## src/rtl/hn_mem_node.sv

```systemverilog
// Home-node memory target: accepts one request at a time, commits writes from the
// write-data channel or returns reads on the read-data channel, then issues a completion.
module hn_mem_node #(
  parameter int ADDR_WIDTH   = 3,
  parameter int OPCODE_WIDTH = 1,
  parameter int WORD_WIDTH   = 8
) (
  input  logic                                      clk,
  input  logic                                      rst_n,
  input  logic                                      req_valid,
  output logic                                      req_ready,
  input  logic [OPCODE_WIDTH+ADDR_WIDTH-1:0]        req,
  input  logic                                      wdat_valid,
  output logic                                      wdat_ready,
  input  logic [OPCODE_WIDTH+ADDR_WIDTH+WORD_WIDTH-1:0] wdat,
  output logic                                      rdat_valid,
  input  logic                                      rdat_ready,
  output logic [OPCODE_WIDTH+ADDR_WIDTH+WORD_WIDTH-1:0] rdat,
  output logic                                      resp_valid,
  input  logic                                      resp_ready,
  output logic [OPCODE_WIDTH-1:0]                   resp,
  output logic [7:0]                                wr_cnt,
  output logic [7:0]                                rd_cnt
);

  localparam int DEPTH = 1 << ADDR_WIDTH;
  localparam int DW    = OPCODE_WIDTH + ADDR_WIDTH + WORD_WIDTH;

  localparam logic [OPCODE_WIDTH-1:0] OP_WRITE     = OPCODE_WIDTH'(0);
  localparam logic [OPCODE_WIDTH-1:0] OP_READ      = OPCODE_WIDTH'(1);
  localparam logic [OPCODE_WIDTH-1:0] OP_DATA_RECV = OPCODE_WIDTH'(0);
  localparam logic [OPCODE_WIDTH-1:0] RESP_OK      = OPCODE_WIDTH'(0);
  localparam logic [OPCODE_WIDTH-1:0] RESP_NOK     = OPCODE_WIDTH'(1);

  typedef enum logic [1:0] {
    ST_IDLE      = 2'd0,
    ST_ASSERTED  = 2'd1,
    ST_DATA_PASS = 2'd2
  } state_t;

  state_t                  state, next_state;
  logic [OPCODE_WIDTH-1:0] lat_op;
  logic [ADDR_WIDTH-1:0]   lat_addr;
  logic [WORD_WIDTH-1:0]   mem [DEPTH];

  logic [OPCODE_WIDTH-1:0] req_op;
  logic [ADDR_WIDTH-1:0]   req_addr;
  logic [OPCODE_WIDTH-1:0] wdat_op;
  logic [ADDR_WIDTH-1:0]   wdat_addr;
  logic [WORD_WIDTH-1:0]   wdat_data;
  logic                    req_hs, wdat_hs, rdat_hs, resp_hs, wdat_ok;

  assign req_op    = req[OPCODE_WIDTH+ADDR_WIDTH-1 -: OPCODE_WIDTH];
  assign req_addr  = req[ADDR_WIDTH-1:0];
  assign wdat_op   = wdat[DW-1 -: OPCODE_WIDTH];
  assign wdat_addr = wdat[ADDR_WIDTH+WORD_WIDTH-1 -: ADDR_WIDTH];
  assign wdat_data = wdat[WORD_WIDTH-1:0];

  assign req_hs  = req_valid  && req_ready;
  assign wdat_hs = wdat_valid && wdat_ready;
  assign rdat_hs = rdat_valid && rdat_ready;
  assign resp_hs = resp_valid && resp_ready;
  assign wdat_ok = (wdat_op == OP_DATA_RECV) && (wdat_addr == lat_addr);

  // NOTE: sequential state uses non-blocking assignments so every register samples
  // pre-edge values, regardless of block ordering in simulation.
  always_ff @(posedge clk or negedge rst_n) begin
    if (!rst_n) state <= ST_IDLE;
    else        state <= next_state;
  end

  // Readies and valids depend on registered state only, never on input handshakes.
  always_comb begin
    // NOTE: every output of this block gets a default first so no latch is inferred.
    next_state = state;
    req_ready  = 1'b0;
    wdat_ready = 1'b0;
    rdat_valid = 1'b0;
    resp_valid = 1'b0;
    unique case (state)
      ST_IDLE: begin
        req_ready = 1'b1;
        if (req_hs) next_state = ST_ASSERTED;
      end
      ST_ASSERTED: begin
        wdat_ready = (lat_op != OP_READ);
        rdat_valid = (lat_op == OP_READ);
        if (wdat_hs || rdat_hs) next_state = ST_DATA_PASS;
      end
      ST_DATA_PASS: begin
        resp_valid = 1'b1;
        if (resp_hs) next_state = ST_IDLE;
      end
      default: next_state = ST_IDLE;
    endcase
  end

  always_ff @(posedge clk or negedge rst_n) begin
    if (!rst_n) begin
      lat_op   <= OP_WRITE;
      lat_addr <= '0;
      rdat     <= '0;
      resp     <= RESP_OK;
      wr_cnt   <= '0;
      rd_cnt   <= '0;
    end else begin
      if (req_hs) begin
        lat_op   <= req_op;
        lat_addr <= req_addr;
        if (req_op == OP_READ) rdat <= {OP_DATA_RECV, req_addr, mem[req_addr]};
      end
      if (wdat_hs) begin
        resp <= wdat_ok ? RESP_OK : RESP_NOK;
        if (wdat_ok) wr_cnt <= wr_cnt + 8'd1;
      end
      if (rdat_hs) begin
        resp   <= RESP_OK;
        rd_cnt <= rd_cnt + 8'd1;
      end
    end
  end

  // NOTE: the memory is reset on purpose: contents must read back as zero after any
  // reset, including one that interrupts a transaction.
  always_ff @(posedge clk or negedge rst_n) begin
    if (!rst_n) begin
      for (int i = 0; i < DEPTH; i++) mem[i] <= '0;
    end else if (wdat_hs && wdat_ok) begin
      mem[lat_addr] <= wdat_data;
    end
  end

endmodule

```

## config.mk

```make
export PLATFORM = sky130hd
export DESIGN_NAME = hn_mem_node
export DESIGN_NICKNAME = d
export VERILOG_FILES = /design/src/rtl/hn_mem_node.sv
export SDC_FILE = /design/constraint.sdc
export NUM_CORES = 1
export LEC_CHECK = 0
export ABC_AREA = 0
export CAP_MARGIN = 20
export CELL_PAD_IN_SITES_DETAIL_PLACEMENT = 0
export CELL_PAD_IN_SITES_GLOBAL_PLACEMENT = 1
export CORE_UTILIZATION = 49
export CTS_CLUSTER_SIZE = 12
export DETAILED_ROUTE_END_ITERATION = 8
export GPL_TIMING_DRIVEN = 0
export HOLD_SLACK_MARGIN = 0.02
export PLACE_DENSITY_LB_ADDON = 0.1
export SETUP_SLACK_MARGIN = 0.5
export SLEW_MARGIN = 15
export SYNTH_ARGS = -nofsm -noshare
export SYNTH_HDL_FRONTEND = slang
export SYNTH_SLANG_ARGS = --single-unit
```

## constraint.sdc

```tcl
create_clock -name clk -period 5.1 [get_ports clk]
set_input_delay 1.02 -clock clk [delete_from_list [all_inputs] [get_ports clk]]
set_output_delay 1.02 -clock clk [all_outputs]
set_load 0.05 [all_outputs]
```

# Word level (Yosys, flattened, before mapping)
# Cells that the tools add are included.
# W data, S select, Z words.
# op_classes
mul	0
div	0
shift	0
bitwise	4
n_eq_ne	6
mux	17
addsub	2
magnitude_cmp	3
n_reduce_logical	13
# ops
operator	count
$bwmux W64	1
$bmux W8 S3	1
$demux W8 S3	1
$mux W8	3
$add A8 B1 Y8 const B	2
$ge A4 B4 Y1 const B	2
$not A3 Y4	2
$logic_and A1 B1 Y1	7
$mux W1	7
$mux W2	3
$ne A2 B2 Y1 const B	3
$pmux W2 S3	1
$lt A4 B1 Y1 const B	1
$reduce_and A2 Y1	2
$eq A3 B3 Y1	1
$reduce_and A3 Y1	1
$eq A2 B1 Y1 const B	1
$eq A2 B2 Y1 const B	1
$logic_not A2 Y1	1
$not A1 Y1	2
$reduce_bool A2 Y1	1
$logic_or A1 B1 Y1	1
# word_totals
n_memories	0
output_inout_bits	33
mem_bits_rw	0
inputBits	22
wordCells	60
reg_bits	98
latchBits	0
rom_bits	0

# Logic depth before layout (Yosys ltp)
# depth
ltp_word	6
mapped_depth	6

# Least setup slack after synthesis
# Ideal clock, no wire load.
# synth_path
path_kind	register to output
startpoint	reg state[0]
endpoint	out rdat_valid
stages_incl_launch_ff	3
n_path_buf	0
slack_ps	2458
arrival_ps	1622
path_cell_list	dfrtp_1 > inv_1 > nor3b_1
# synth_between
elab_chain_len	2
# synth_lines
item	line	source
start: declaration	41	state_t state, next_state;
start signal: assignment	69	else state <= next_state;
$eq A2 B1 Y1	80	unique case (state)
$mux W1	80	
end: declaration	16	output logic rdat_valid,
# No other way between the ends.

# Worst setup path after layout
# layout_path
startpoint	in wdat_valid
endpoint	reg mem[31] (netlist name)
# layout_between
elab_chain_len	2
# layout_lines
item	line	source
start: declaration	13	input logic wdat_valid,
$logic_and A1 B1 Y1	60	assign wdat_hs = wdat_valid && wdat_ready;
$logic_and A1 B1 Y1	128	end else if (wdat_hs && wdat_ok) begin
end signal: indexed assignment	129	mem[lat_addr] <= wdat_data;
end: declaration	44	logic [WORD_WIDTH-1:0] mem [DEPTH];
# No other way between the ends.
# A chain may end at the register's enable or synchronous reset.

==> qor.csv <==
metric;value;unit
worstHoldStart;rd_cnt[7];
critPathBufInv;2;
grt_pass1_wl;15500;um
ant_nets;0;
diodes;0;
reg2reg_from;state[1];
relSlewSlack;0.345;
fin_crit;3.02;ns
vdd_drop_max;0.186;mV
critical_path_arrival;3.27;ns
synth.distinct_cells;40;
drv_cap;0;
cp_slowest_cell;nor3_2;
yosysWarnings;0;
yosysSeqAreaShare;0.539;
dpl.cell_count;503;
grt_use_total;0.212;
gr-total-overflow;0;
fin_cells;519;
routabilityCongestion;0.724;
start_util;0.514;
cts_num_sinks;98;
crit_chain;clkdlybuf4s50_1, and4bb_1, buf_4, nand2_1, nor3_2, mux2_2;
detail_route.wl_per_cell;18.0;um
netlist_instances;343;
std_cell_rows;34;
placement.io_buffers;51;
cts-resized-gates;0;
synth_seq_cells;98;
synth_edf_count;0;
worstReg2RegEnd;mem[31];
grt_start_max_net_pins;61;
max_stage_delay;0.82;ns
setup.reg_to_reg.worst_slack;2.65;ns
path_class;in -> reg;
cts_tree;built;
setup_viol;0;
status;complete, but fails checks;
post-place-ws;1.68;ns
syn_avg_cell_area;13.3;um^2
vias;2890;
clk_path_buf_depth;2;
whs_path_depth;1;
leakagePower;2.58;nW
syn_area;0.00455;mm^2
finalNetCount;430;
period_share;0.593;
clock_latency;0.36;ns
finalMaxSlewViolations;0;
crit_family;simple AND/OR/NAND/NOR gates;
cts_post_setup_buffers_inserted;0;
drc_errors;3;
core;0.00885;mm^2
synth_fp_nets;367;
grt_pass1_vias;2838;
die-area;0.00967;mm^2
syn_to_final_growth;19.2;%
critPathCaptureType;flip-flop;
vias_per_cell;5.57;
synth-main-ff-cell;dfrtp_1;
hold_buffers;0;
tightest_slew;0.977;ns
ios;55;
post-route-worst-setup-slack;2.08;ns
hold_path.class;reg -> reg;
hold_viol_final;0;
wl;9360;um
reg2regPathDepth;5;
numCtsBuffers;9;
crit_fanout;10;
antenna_found_initial;0;
finClkSkew;0.0120;ns
setup.worst_path.start;wdat_valid;
ctsRootBufferMaster;clkbuf_8;
dp_hpwl;6270;um
htreeDepth;3;
fmax;331;MHz
ys_async_sr_fraction;1.00;
dr.pass1.iters;9;
fill_cells;764;
cts.reportedPaths.clkPinSlew;0.09;ns
drive_above_1_share;0.255;
die-height;98.3;um
p_per_area;459;mW/mm^2
fp.dieW;98.3;um
rsz0062_at_grt;no;
worst_ep_required_time;5.35;ns
total_power;2.49;mW
setup.worst_path.start_class;primary input;
worstHoldEndpoint;rd_cnt[7];
first_iter_violations;104;
violations;DRC;
==> power by group <==
| group | leakage (nW) | internal [mW] | switching (mW) | total (mW) |
|---|---|---|---|---|
| Clock | 0.0979 | 0.233 | 0.274 | 0.508 |
| Sequential | 1.33 | 0.949 | 0.114 | 1.06 |
| Combinational | 1.15 | 0.355 | 0.559 | 0.914 |
| Total | 2.58 | 1.54 | 0.947 | 2.49 |
==> cell type report <==
cell class	instances	area, um^2	area share
Sequential cell	98	2450	0.452
Multi-Input combinational cell	226	1990	0.368
Timing Repair Buffer	52	539	0.0995
Tap cell	108	135	0.0249
Clock buffer	10	128	0.0235
Buffer	17	91.3	0.0169
Clock inverter	6	72.6	0.0134
Inverter	2	7.51	0.00139
==> kinds of logic (layout without fill, tap and decap cells) <==
family	after synthesis	count (layout)	synth area share
buffers and inverters	19	87	0.0217
other	1	1	0.000825
adders and majority gates	2	2	0.00550
AOI/OAI and AO/OA	26	26	0.0391
and+or+nand+nor	79	79	0.109
xor gates and xnor gates	17	17	0.0361
muxes	101	101	0.248
DFF	98	98	0.539
==> worst max path at each step <==
stage          depth (start not counted)  slack (ns)         end
6_report                               6        2.08     mem[31]
3_5_place_dp                           6        1.68     mem[31]
2_1_floorplan                          2        2.46  rdat_valid
4_1_cts                                6        2.06     mem[31]
3_3_place_gp                           1       -0.66     mem[58]
5_1_grt                                6        1.99     mem[28]
==> registers in the layout (all words and copies together), names as in the netlist <==
register,flops
wr_cnt,8
resp,1
lat_addr,3
rd_cnt,8
lat_op,1
mem,64
rdat,11
state,2
==> routing by layer <==
metal	vias up	global-route usage	wire length, um
li1	1357	-	-
met2	41	0.337	4580
met1	1488	0.302	4400
met4	0	0.0540	68
met5	-	0	0
met3	4	0.0408	318
==> cells in the final DEF (no fill, tap or decap), types with 2 or more instances in the layout <==
master / n
dfrtp_1: 98
mux2_2: 61
clkdlybuf4s50_1: 50
nand2_1: 32
mux2i_1: 32
a22oi_1: 16
xnor2_1: 12
clkbuf_8: 9
clkbuf_1: 8
o21ai_0: 8
mux2_4: 8
nand3_1: 7
nor2_1: 6
nand4_1: 5
nor2b_1: 4
buf_2: 4
nor3b_1: 3
buf_6: 3
nor4_4: 3
xor2_1: 3
inv_6: 3
inv_1: 2
nor3_1: 2
buf_4: 2
xnor2_2: 2
nor3_2: 2
and2_1: 2
buf_1: 2
and4b_1: 2
and3_1: 2
ha_1: 2
==> synthesized netlist by cell type, types with 4 or more instances <==
library cell,count,share of area
nand2_1,32,0.026
nand3_1,7,0.0077
dfrtp_1,98,0.54
o21ai_0,8,0.0088
clkbuf_1,7,0.0058
mux2_4,8,0.026
a22oi_1,16,0.026
buf_2,4,0.0044
mux2_2,61,0.15
nor2b_1,4,0.0055
nand4_1,5,0.0069
nor2_1,6,0.0050
xnor2_1,12,0.023
mux2i_1,32,0.070
==> through the flow <==
step,hold WS [ns],TNS [ns],utilization,instance area (um^2)
after floorplan,0.479,0,-,4550
after global placement,0.461,-64.69,0.587,5190
after detailed placement,0.468,0,0.590,5220
after CTS,0.484,0,0.613,5420
after global routing,0.502,0,0.613,5420
final,0.480,0,0.613,5420
No activity file was read; power rests on OpenSTA's default activity.
==> RTL change 1: new RTL, same flow settings <==
Set the parameter `ADDR_WIDTH` to 2 (it was 3).
--- a/src/rtl/hn_mem_node.sv
+++ b/src/rtl/hn_mem_node.sv
@@ -3,3 +3,3 @@
 module hn_mem_node #(
-  parameter int ADDR_WIDTH   = 3,
+  parameter int ADDR_WIDTH   = 2,
   parameter int OPCODE_WIDTH = 1,
Interface: changed (resized rdat, req and wdat); port bits go from 55 to 52. No check against the original RTL was run, so the function may have changed too.
==> RTL change 1 against the original RTL <==
- power down 18%
- clock power down 6.5%
- via count down 39%
- combinational power down 15%
- largest cell class unchanged
- routed wire length down 43%
- synthesized area down 38%
- cell area down 34%
- worst setup slack worse by 0.16 ns
- count of clock-buffer cells in the layout up 1
- sequential cell count down 34
- critical path type is now flip-flop to output pin
==> RTL change 1: results (changes against the original RTL) <==
[run_status]
status=finished clean  ; was finished, violations left

[layout]
fill_cells=432  ; was 764
finalNetCount=270  ; was 430
top_regs=mem x32, rdat x10  ; was mem x64, rdat x11
layout-drive-gt1-share_pct=30.83  ; was 25.55%

[timing]
fin_skew_ns=0.009837  ; was 0.01197 ns
tightestPinTransition_ns=0.8242  ; was 0.9767 ns

[hold_path]
hp-start=wr_cnt[7]  ; was rd_cnt[7]

[logic_synthesis]
synthXorXnorAreaFrac_pct=4.978  ; was 3.606%
synth_adder_area_share_pct=0.8889  ; was 0.5505%
synth_area_leaders=dfrtp_1, mux2_2, mux4_2, xnor2_1, xor2_1  ; was dfrtp_1, mux2_2, mux2i_1, a22oi_1, mux2_4
synth-compound-area-share_pct=0.9333  ; was 3.909%
ys_types=33  ; was 40
synth_nets=211  ; was 367
yosysSeqAreaShare_pct=56.89  ; was 53.95%
synth.mux.area_fraction_pct=25.51  ; was 24.80%

[global_route]
grt_use_total_pct=19.71  ; was 21.24%
grt_pass1_wl_um=8866  ; was 15500 um
grt_max_degree=65  ; was 61
grt_pass1_vias=1784  ; was 2838

[critical_path]
r2r_setup_slack_ns=2.86  ; was 2.65 ns
slowest_delay_ns=0.79  ; was 0.82 ns
crit_slowest_cell=clkdlybuf4s50_1  ; was nor3_2
crit_fanout=7  ; was 10
critPathLaunch=state[1]  ; was wdat_valid
crit_arrival_ns=2.16  ; was 3.27 ns
r2r-end=mem[2]  ; was mem[31]

[drt]
via_per_inst=5.425  ; was 5.568
drc=0  ; was 3
first_pass_iters=4  ; was 9
first_iter_violations=45  ; was 104

[placement]
io_buffers=48  ; was 51
hpwl_um=3686  ; was 6267 um
postPlaceCellArea_mm2=0.003383  ; was 0.005220 mm^2

[pwr]
max-vdd-ir-drop_mv=0.3975  ; was 0.1858 mV

[clock_tree]
cts.reportedPaths.clkPinSlew_ns=0.06  ; was 0.09 ns

RTL change 1: logic make-up after synthesis:
logic type | count (synthesis)
XOR/XNOR | 16
other | 1
buffers and inverters | 6
flip-flops | 64
adder cells (fa/ha/maj) | 2
AO/OA/AOI/OAI | 4
multiplexers | 56
AND/OR/NAND/NOR | 40
RTL change 1: area by class of cell:
| cell class | instances | area, um^2 | area share, % |
|---|---|---|---|
| Sequential cell | 64 | 1602 | 44.44 |
| Timing Repair Buffer | 48 | 478.0 | 13.26 |
| Tap cell | 72 | 90.09 | 2.500 |
| Clock buffer | 11 | 141.4 | 3.924 |
| Inverter | 1 | 3.754 | 0.1042 |
| Multi-Input combinational cell | 119 | 1186 | 32.92 |
| Buffer | 5 | 23.77 | 0.6597 |
| Clock inverter | 5 | 78.83 | 2.187 |
RTL change 1: report_power, final:
group          leakage (nW)  switching, mW  internal (mW)  total (mW)
registers             0.857          0.118          0.672       0.790
clock network         0.114          0.187          0.289       0.475
logic                 0.714          0.442          0.331       0.773
RTL change 1: metrics by stage:
step	util, %	cells	setup slack (ns)	total power [mW]	hold slack (ns)
after CTS	65.44	325	1.907	2.058	0.4867
after global routing	65.44	325	1.856	2.142	0.4948
after detailed placement	61.44	309	2.111	1.579	0.4738
after global placement	61.49	309	1.132	1.541	0.4603
after floorplan	-	189	2.698	1.322	0.4739
final	65.44	325	1.919	2.039	0.4793
RTL change 1: metal layers:
layer  track usage, %  wire (um)  share of wire [%]
met2            33.10       2677                 50
met4            8.679         68                1.3
met1            24.47       2364                 44
met5                0          0                  0
met3            4.235        252                4.7
RTL change 1: critical path: cells and delay by family, from the launching register on:
| kind | cells | cell delay [ns] |
|---|---|---|
| buffers and inverters | 3 | 1.03 |
| DFF | 1 | 0.43 |
| and+or+nand+nor | 1 | 0.38 |
==> RTL change 2: new RTL, same flow settings <==
Without the edit above. The 3 states of `state_t` get a one-hot encoding in 3 bits.
--- a/src/rtl/hn_mem_node.sv
+++ b/src/rtl/hn_mem_node.sv
@@ -34,6 +34,6 @@
 
-  typedef enum logic [1:0] {
-    ST_IDLE      = 2'd0,
-    ST_ASSERTED  = 2'd1,
-    ST_DATA_PASS = 2'd2
+  typedef enum logic [2:0] {
+    ST_IDLE      = 3'b001,
+    ST_ASSERTED  = 3'b010,
+    ST_DATA_PASS = 3'b100
   } state_t;
Formal check against the unedited RTL: no difference found for any inputs over 4 cycles, from zero or initial values and one cycle with rst_n low; so few cycles prove little.
==> RTL change 2 against the original RTL <==
- clock skew fell by 0.0028 ns
- critical path depth did not move
- fmax fell by 6.6%
- register-to-register slack got worse by 0.32 ns
- power fell by 21%
- worst setup slack got worse by 0.21 ns
- synthesized area barely moved
- clock power rose by 4%
- count of clock-buffer cells in the layout rose by 1
- routed wire length fell by 3.5%
- largest cell class unchanged
- cell area barely moved
- sequential cell count rose by 1
==> RTL change 2: results (changes against the original RTL) <==
[global_route]
grt_pass1_vias=2785  ; was 2838
globalRouteMet1Util_pct=30.67  ; was 30.17%
grt_max_degree=85  ; was 61
met2_usage_pct=31.47  ; was 33.69%
grt_use_total_pct=20.62  ; was 21.24%
met3_usage_pct=3.436  ; was 4.080%
grt_pass1_wl_um=15030  ; was 15500 um

[layout]
finalNetCount=396  ; was 430
antenna_cells=0  ; unchanged
layout-drive-gt1-share_pct=31.30  ; was 25.55%

[placement]
io_buffers=50  ; was 51
postPlaceCellArea_mm2=0.005207  ; was 0.005220 mm^2
hpwl_um=6065  ; was 6267 um
gp_congestion=0.7283  ; was 0.7243

[critical_path]
timing.rr.start=state[2]  ; was state[1]
crit_arrival_ns=3.49  ; was 3.27 ns
slowest_delay_ns=0.74  ; was 0.82 ns
r2r_setup_slack_ns=2.33  ; was 2.65 ns
crit_slowest_cell=nor4_4  ; was nor3_2
r2r_cells=5  ; unchanged
r2r-end=mem[7]  ; was mem[31]

[logic_synthesis]
ys_top_cells_by_count=dfrtp_1, mux2_2, nand2_1, mux2_4, mux4_2  ; was dfrtp_1, mux2_2, mux2i_1, nand2_1, a22oi_1
synth_nets=334  ; was 367
ys_types=38  ; was 40
synth_area_leaders=dfrtp_1, mux2_2, mux4_2, mux2_4, xor2_1  ; was dfrtp_1, mux2_2, mux2i_1, a22oi_1, mux2_4
yosysSeqAreaShare_pct=54.56  ; was 53.95%

[timing]
fin_skew_ns=0.009185  ; was 0.01197 ns
tightestPinTransition_ns=0.8514  ; was 0.9767 ns

[clock_tree]
cts-buffers-inserted=9  ; unchanged
post-cts-setup-buffers=0  ; unchanged

[pwr]
p_leak_nw=2.541  ; was 2.578 nW
max-vdd-ir-drop_mv=0.1670  ; was 0.1858 mV
p_int_mw=1.321  ; was 1.538 mW

[drt]
first_iter_violations=87  ; was 104
first_pass_iters=6  ; was 9
via_per_inst=5.559  ; was 5.568
post_drt_wl_per_cell_um=18.63  ; was 18.04 um

[floorplan]
dieArea_mm2=0.009661  ; was 0.009666 mm^2

[hold_path]
hp-class=input pin to asynchronous set/reset pin  ; was flip-flop to flip-flop

[run_status]
status=finished clean  ; was finished, violations left

## RTL change 2: worst max-delay path, delay by kind of cell
| family | cells | cell delay (ns) |
|---|---|---|
| and+or+nand+nor | 2 | 1.27 |
| buffers and inverters | 2 | 0.60 |
| muxes | 1 | 0.41 |
| xor gates and xnor gates | 1 | 0.18 |
## RTL change 2: power groups by stage
stage / clock network (mW) / registers (mW) / logic, mW
2_1_floorplan: 0 / 1.04 / 0.247
3_3_place_gp: 0 / 0.951 / 0.502
3_5_place_dp: 0 / 0.955 / 0.513
4_1_cts: 0.541 / 0.940 / 0.514
5_1_grt: 0.566 / 0.952 / 0.545
6_report: 0.526 / 0.940 / 0.510
## RTL change 2: how the worst max path moves through the flow
stage / from / to / slack, ns
2_1_floorplan: state[2] / mem[0] / 2.00
3_3_place_gp: rst_n / wr_cnt[4] / -0.67
3_5_place_dp: wdat[10] / mem[32] / 1.47
4_1_cts: wdat[10] / mem[32] / 1.85
5_1_grt: wdat[10] / mem[32] / 1.75
6_report: wdat[10] / mem[7] / 1.86
## RTL change 2: cell families (layout without fill, tap and decap cells)
logic type | Yosys count | count (layout) | synth area share (%)
flops | 99 | 99 | 54.56
other cells | 1 | 1 | 0.08254
mux | 94 | 94 | 28.37
compound gates | 15 | 15 | 1.763
xor+xnor | 17 | 17 | 3.277
fa+ha+maj | 2 | 2 | 0.5507
buf+inv | 19 | 86 | 2.175
simple gates | 63 | 63 | 9.226
## RTL change 2: metal layers
layer,up-vias,part of all wire (%)
li1,1258,-
met1,1390,50
met2,39,47
met5,-,0
met4,0,1.1
met3,9,2.4
## RTL change 2: area by class of cell
class                   count  area (um^2)
multi-input cells         192         1966
clock inverters             5        60.06
fillers                   714         3430
flip-flops and latches     99         2479
clock buffers              11        151.4
repair buffers             51        529.3
well taps                 108        135.1
inverters                   4        15.01
plain buffers              15        83.83
## RTL change 2: through the flow
step / hold WS (ns) / utilization, % / setup WS, ns / instances
after floorplan: 0.4739 / - / 1.999 / 310
after global placement: 0.4559 / 58.53 / -0.6681 / 468
after detailed placement: 0.4559 / 58.85 / 1.465 / 469
after CTS: 0.4612 / 61.24 / 1.851 / 485
after global routing: 0.4658 / 61.24 / 1.749 / 485
final: 0.4710 / 61.24 / 1.864 / 485
